[src/rtl/mem_data_stage_pkg.sv]
// Shared encodings for the memory data stage and the downstream load mask.
// Holds the access-size codes, the sequencer state type and a size helper.
package mem_data_stage_pkg;

    localparam logic [1:0] CT_WORD = 2'b00;
    localparam logic [1:0] CT_HALF = 2'b01;
    localparam logic [1:0] CT_BYTE = 2'b10;

    typedef enum logic [1:0] {
        S_IDLE    = 2'b00,
        S_RD_WAIT = 2'b01,
        S_WRITE   = 2'b10,
        S_DONE    = 2'b11
    } state_t;

    // Half and byte stores need a read-modify-write; 2'b11 behaves as a word.
    function automatic logic is_partial(input logic [1:0] ct);
        return (ct == CT_HALF) || (ct == CT_BYTE);
    endfunction

endpackage

[src/rtl/mem_data_stage_store_merge.sv]
// Combinational merge of store data into a read word for partial stores.
// Low-bit placement mirrors the load mask; no lane steering by address.
module store_merge
    import mem_data_stage_pkg::*;
(
    input  logic [31:0] rdata,
    input  logic [31:0] sdata,
    input  logic [1:0]  ct,
    output logic [31:0] merged
);

    always_comb begin
        merged = sdata;
        case (ct)
            CT_HALF: merged = {rdata[31:16], sdata[15:0]};
            CT_BYTE: merged = {rdata[31:8],  sdata[7:0]};
            default: merged = sdata;
        endcase
    end

endmodule

[src/rtl/mem_data_stage.sv]
// Memory-access sequencer for lw/lh/lb/sw/sh/sb feeding the load mask.
// Partial stores are read-modify-write so memory only sees full-word writes.
module mem_data_stage
    import mem_data_stage_pkg::*;
#(
    parameter int MEM_LATENCY = 1,
    parameter int CNT_W       = 4
) (
    input  logic        clk,
    input  logic        reset,
    input  logic        start_load,
    input  logic        start_store,
    input  logic [31:0] addr,
    input  logic [1:0]  ct,
    input  logic [31:0] store_data,
    input  logic [31:0] mem_rdata,
    output logic [31:0] mem_addr,
    output logic        mem_wr,
    output logic [31:0] mem_wdata,
    output logic [31:0] mdr,
    output logic        busy,
    output logic        done
);

    localparam logic [CNT_W-1:0] LAST_CNT = CNT_W'(MEM_LATENCY - 1);

    state_t            r_state;
    logic [CNT_W-1:0]  r_cnt;
    logic [1:0]        r_ct;
    logic [31:0]       r_sdata;
    logic              r_is_store;
    logic [31:0]       r_mdr;
    logic [31:0]       r_mem_addr;
    logic [31:0]       r_mem_wdata;
    logic [31:0]       w_merged;

    store_merge u_store_merge (
        .rdata  (mem_rdata),
        .sdata  (r_sdata),
        .ct     (r_ct),
        .merged (w_merged)
    );

    always_ff @(posedge clk) begin
        if (!reset) begin
            r_state     <= S_IDLE;
            r_cnt       <= '0;
            r_ct        <= CT_WORD;
            r_sdata     <= '0;
            r_is_store  <= 1'b0;
            r_mdr       <= '0;
            r_mem_addr  <= '0;
            r_mem_wdata <= '0;
        end else begin
            case (r_state)
                S_IDLE: begin
                    // Load takes priority; a simultaneous store is silently dropped.
                    if (start_load) begin
                        r_mem_addr <= addr;
                        r_ct       <= ct;
                        r_sdata    <= store_data;
                        r_is_store <= 1'b0;
                        r_cnt      <= '0;
                        r_state    <= S_RD_WAIT;
                    end else if (start_store) begin
                        r_mem_addr <= addr;
                        r_ct       <= ct;
                        r_sdata    <= store_data;
                        r_is_store <= 1'b1;
                        r_cnt      <= '0;
                        if (is_partial(ct)) begin
                            r_state <= S_RD_WAIT;
                        end else begin
                            r_mem_wdata <= store_data;
                            r_state     <= S_WRITE;
                        end
                    end
                end
                S_RD_WAIT: begin
                    if (r_cnt == LAST_CNT) begin
                        r_cnt <= '0;
                        if (r_is_store) begin
                            r_mem_wdata <= w_merged;
                            r_state     <= S_WRITE;
                        end else begin
                            r_mdr   <= mem_rdata;
                            r_state <= S_DONE;
                        end
                    end else begin
                        r_cnt <= r_cnt + 1'b1;
                    end
                end
                S_WRITE: r_state <= S_DONE;
                S_DONE:  r_state <= S_IDLE;
                default: r_state <= S_IDLE;
            endcase
        end
    end

    assign mem_addr  = r_mem_addr;
    assign mem_wdata = r_mem_wdata;
    assign mdr       = r_mdr;
    assign mem_wr    = (r_state == S_WRITE);
    assign busy      = (r_state != S_IDLE);
    assign done      = (r_state == S_DONE);

endmodule

[config.mk]
export PLATFORM = sky130hd
export DESIGN_NAME = mem_data_stage
export DESIGN_NICKNAME = d
export VERILOG_FILES = /design/src/rtl/mem_data_stage_pkg.sv /design/src/rtl/mem_data_stage_store_merge.sv /design/src/rtl/mem_data_stage.sv
export SDC_FILE = /design/constraint.sdc
export NUM_CORES = 1
export LEC_CHECK = 0
export CORE_MARGIN = 1.5
export CORE_UTILIZATION = 41
export CTS_CLUSTER_SIZE = 8
export DETAILED_ROUTE_END_ITERATION = 8
export PLACE_DENSITY_LB_ADDON = 0.05
export SLEW_MARGIN = 10
export SYNTH_ARGS = -nofsm -noshare
export SYNTH_HDL_FRONTEND = slang
export SYNTH_SLANG_ARGS = --single-unit
[constraint.sdc]
create_clock -name clk -period 2.1 [get_ports clk]
set_input_delay 0.525 -clock clk [delete_from_list [all_inputs] [get_ports clk]]
set_output_delay 0.525 -clock clk [all_outputs]
set_load 0.01 [all_outputs]
==> impl_summary.txt <==
----------------------------------------------------
[STA]
  Period Utilization, post-route ... 95.5%
  Transition time of the tightest slew-check pin ... 0.841 ns
  Shortest period the worst path allows ... 2.01 ns
  Tightest hold margin ... 0.452 ns
  Total count of hold-check failures in the final report ... 0
  Highest achievable clock rate ... 0.499 GHz
  Normalized max-slew margin ... 43.9%
  Final-report setup violation count ... 0
  Max-slew violation count ... 0
  Worst Clk Skew ... 0.0208 ns
  Unrepaired setup endpoints after global routing ... false

[Power and ir drop]
  VDD IR-drop max ... 0.596 mV
  NetSw ... 0.00330 W
  Cell-internal power ... 0.00682 W
  Seq pwr share ... 33.5%
  Portion of total power attributed to the clock network ... 30.0%
  Share of power burned in combinational logic ... 36.4%
  Power after layout ... 0.0101 W
  Power density over the cells ... 1160 nW/um^2
  Net Sw Frac ... 32.6%
  Static Leak ... 3.24 nW

[GRT]
  Maximum number of pins on one net before global-route repair ... 51
  Vias in the first global route ... 5488
  Met3 Resource Use GR ... 9.60%
  Busiest layer in global routing ... met2
  Wire length of the first global-routing pass ... 26.8 mm
  Total routing resource utilization after global routing ... 23.2%
  Overflow left after global routing ... 0
  M2 GR Usage ... 38.0%
  Number of antenna violations at the first check in global routing ... 0
  Global-route met1 utilization ... 27.5%

[Drt]
  DR DRC count ... 0
  Drt pass-1 iters ... 5
  Routed vias ... 5637
  Number of DRC markers in iteration 0 ... 473
  Count of nets left with antenna violations after detail routing ... 0
  Vias per cell ... 5.07
  Detailed-route wire length per cell ... 15.0 um
  Routed wire length ... 16.7 mm

[Logic synthesis]
  Sequential fraction of the synthesis area ... 47.5%
  Net count after synthesis ... 840
  Number of standard cells after synthesis ... 729
  Register bit count reported by yosys ... 137
  Mapped Area ... 5780 um^2
  Area share of the leading cell type in the synthesized netlist ... 47.5%
  Fraction of registers with async set or reset after synthesis ... 0%
  Count of different cell masters after synthesis ... 36
  Number of enable-type register cells in the synthesized netlist ... 0
  Post-synth top area cell ... sky130_fd_sc_hd__dfxtp_1
  Most frequent cell after synthesis ... sky130_fd_sc_hd__nand2_1
  Average instance area after synthesis ... 7.93 um^2
  Yosys warning count ... 0
  Ys flop type ... sky130_fd_sc_hd__dfxtp_1
  Largest cells by area after synthesis ... sky130_fd_sc_hd__dfxtp_1, sky130_fd_sc_hd__nand2_1, sky130_fd_sc_hd__a21oi_1
  Commonest cells in the netlist ... sky130_fd_sc_hd__nand2_1, sky130_fd_sc_hd__dfxtp_1, sky130_fd_sc_hd__a21oi_1, sky130_fd_sc_hd__clkbuf_1, sky130_fd_sc_hd__o21ai_0

[Place]
  DPL Wire Length ... 11.6 mm
  Routability cong. ... 0.836
  Post-Place Cell Area ... 8100 um^2
  Input/output buffers ... 200

[Worst setup path]
  Crit path DAT ... 1.48 ns
  Crit. End Element ... primary output
  Type of the worst setup path ... reg2out
  Required time at the worst-slack endpoint ... 1.57 ns
  Startpoint kind of the worst setup timing path ... register
  Highest fanout seen on the critical path ... 4

[Final layout]
  Share of post-route cells with drive strength above 1 ... 9.01%
  Net total in the final layout ... 1030
  Antenna cell count ... 0
  Fin util ... 63.0%
  Layout-stage area growth over the synthesis result ... 50.7%
  Cell area after layout ... 8710 um^2

[Clock tree]
  Clock network latency to the later pin of the worst-skew pair ... 0.43 ns
  Number of buffers on the longest clock path ... 2
  Cts-stage hold buffer count ... 0
  Clock tree from TritonCTS ... built
  Reg clk slew, reported paths ... 0.06 ns
  H-tree Lvls ... 4
  Clock sink total ... 137
  Number of CTS-inserted buffers ... 17
  Clk root buf ... sky130_fd_sc_hd__clkbuf_16

[Floorplan]
  Die extent in x ... 122 um
  Core region area ... 13800 um^2
  Number of top-level design ports ... 201
  Effective utilization at floorplan ... 41.8%
  Overall die height ... 122 um
  Total die area ... 14800 um^2
  Site row count ... 43

[Status]
  Status ... complete, no violations

[Worst hold path]
  Type of the worst min-delay path ... reg2reg

[Flow run]
  # Max-Cap Violations ... 0

----------------------------------------------------
[layer usage]
layer  part of all wire (%)  vias up  wire length, um
li1                       -     2849                -
met1                     42     2586             6980
met2                     48      185             8070
met3                    8.1       17             1360
met4                    1.8        0              305
met5                      0        -                0
[cell type report]
cell class	instances	area (um^2)
Multi-Input combinational cell	522	2780
Fill cell	1154	5120
Clock buffer	24	482
Clock inverter	8	118
Timing Repair Buffer	231	2320
Inverter	10	38.8
Sequential cell	137	2750
Tap cell	180	225
[power by group through the flow]
stage / Clock (W) / Combinational (W) / Sequential [W]
after floorplan: 0 / 0.00185 / 0.00358
after global placement: 0 / 0.00361 / 0.00342
after detailed placement: 0 / 0.00370 / 0.00344
after CTS: 0.00309 / 0.00370 / 0.00339
after global routing: 0.00322 / 0.00404 / 0.00345
final: 0.00304 / 0.00368 / 0.00339
[state kept, by name, indices dropped and copies added (netlist names)]
| signal | count |
|---|---|
| r_cnt | 4 |
| mem_addr | 32 |
| r_sdata | 32 |
| r_state | 2 |
| mdr | 32 |
| mem_wdata | 32 |
| r_ct | 2 |
| r_is_store | 1 |
[through the flow]
stage               setup TNS (ns)  std cells  setup slack (ns)
finish                           0       1112            0.0947
global route                     0       1112            0.0156
CTS                              0       1112            0.0294
detailed placement           -1.99       1080            -0.102
global placement            -0.917       1080           -0.0587
floorplan                        0        729            0.0159
[cells by family after synthesis]
| kind of cell | count (synthesis) | share of synthesized area [%] |
|---|---|---|
| AOI/OAI and AO/OA | 211 | 21.5 |
| xor gates and xnor gates | 1 | 0.152 |
| adders and majority gates | 9 | 1.95 |
| buffers and inverters | 70 | 5.15 |
| DFF | 137 | 47.5 |
| muxes | 24 | 4.16 |
| and+or+nand+nor | 277 | 19.6 |
[critical path: stages, from the launching register on]
cell and delay [ns]:
sky130_fd_sc_hd__dfxtp_2 0.35, sky130_fd_sc_hd__inv_1 0.08, sky130_fd_sc_hd__ha_1 0.21, sky130_fd_sc_hd__inv_1 0.13, sky130_fd_sc_hd__dlygate4sd2_1 0.29
[cells in the final DEF, fill, tap and decap left out, types with 10 or more instances in the layout]
cell                              Yosys  routed
sky130_fd_sc_hd__buf_4                1      23
sky130_fd_sc_hd__nand2_1            239     239
sky130_fd_sc_hd__a21oi_1            110     110
sky130_fd_sc_hd__mux2i_1             24      24
sky130_fd_sc_hd__o21ai_0             36      35
sky130_fd_sc_hd__nand3_1             11      11
sky130_fd_sc_hd__o211ai_1            32      32
sky130_fd_sc_hd__clkbuf_16            0      17
sky130_fd_sc_hd__a211oi_1            10      10
sky130_fd_sc_hd__dfxtp_1            137     133
sky130_fd_sc_hd__clkdlybuf4s50_1      0     197
[final timing paths]
path,startpoint,to,slack [ns],cells past startpoint
worst min register to register,mem_addr[6],mem_addr[6],0.45,2
worst min-delay path,mem_addr[6],mem_addr[6],0.45,2
worst max-delay path,r_state[0],busy,0.09,4
worst max register to register,r_cnt[0],mem_wdata[18],0.14,7
[repair_timing]
item | 4_1_cts | 5_1_grt
gates resized for setup | 3 | 3
cloned | 0 | 0
buffers inserted | 0 | 0
endpoints found under the setup margin | 2 | 18
No activity file was read; power rests on OpenSTA's default activity.
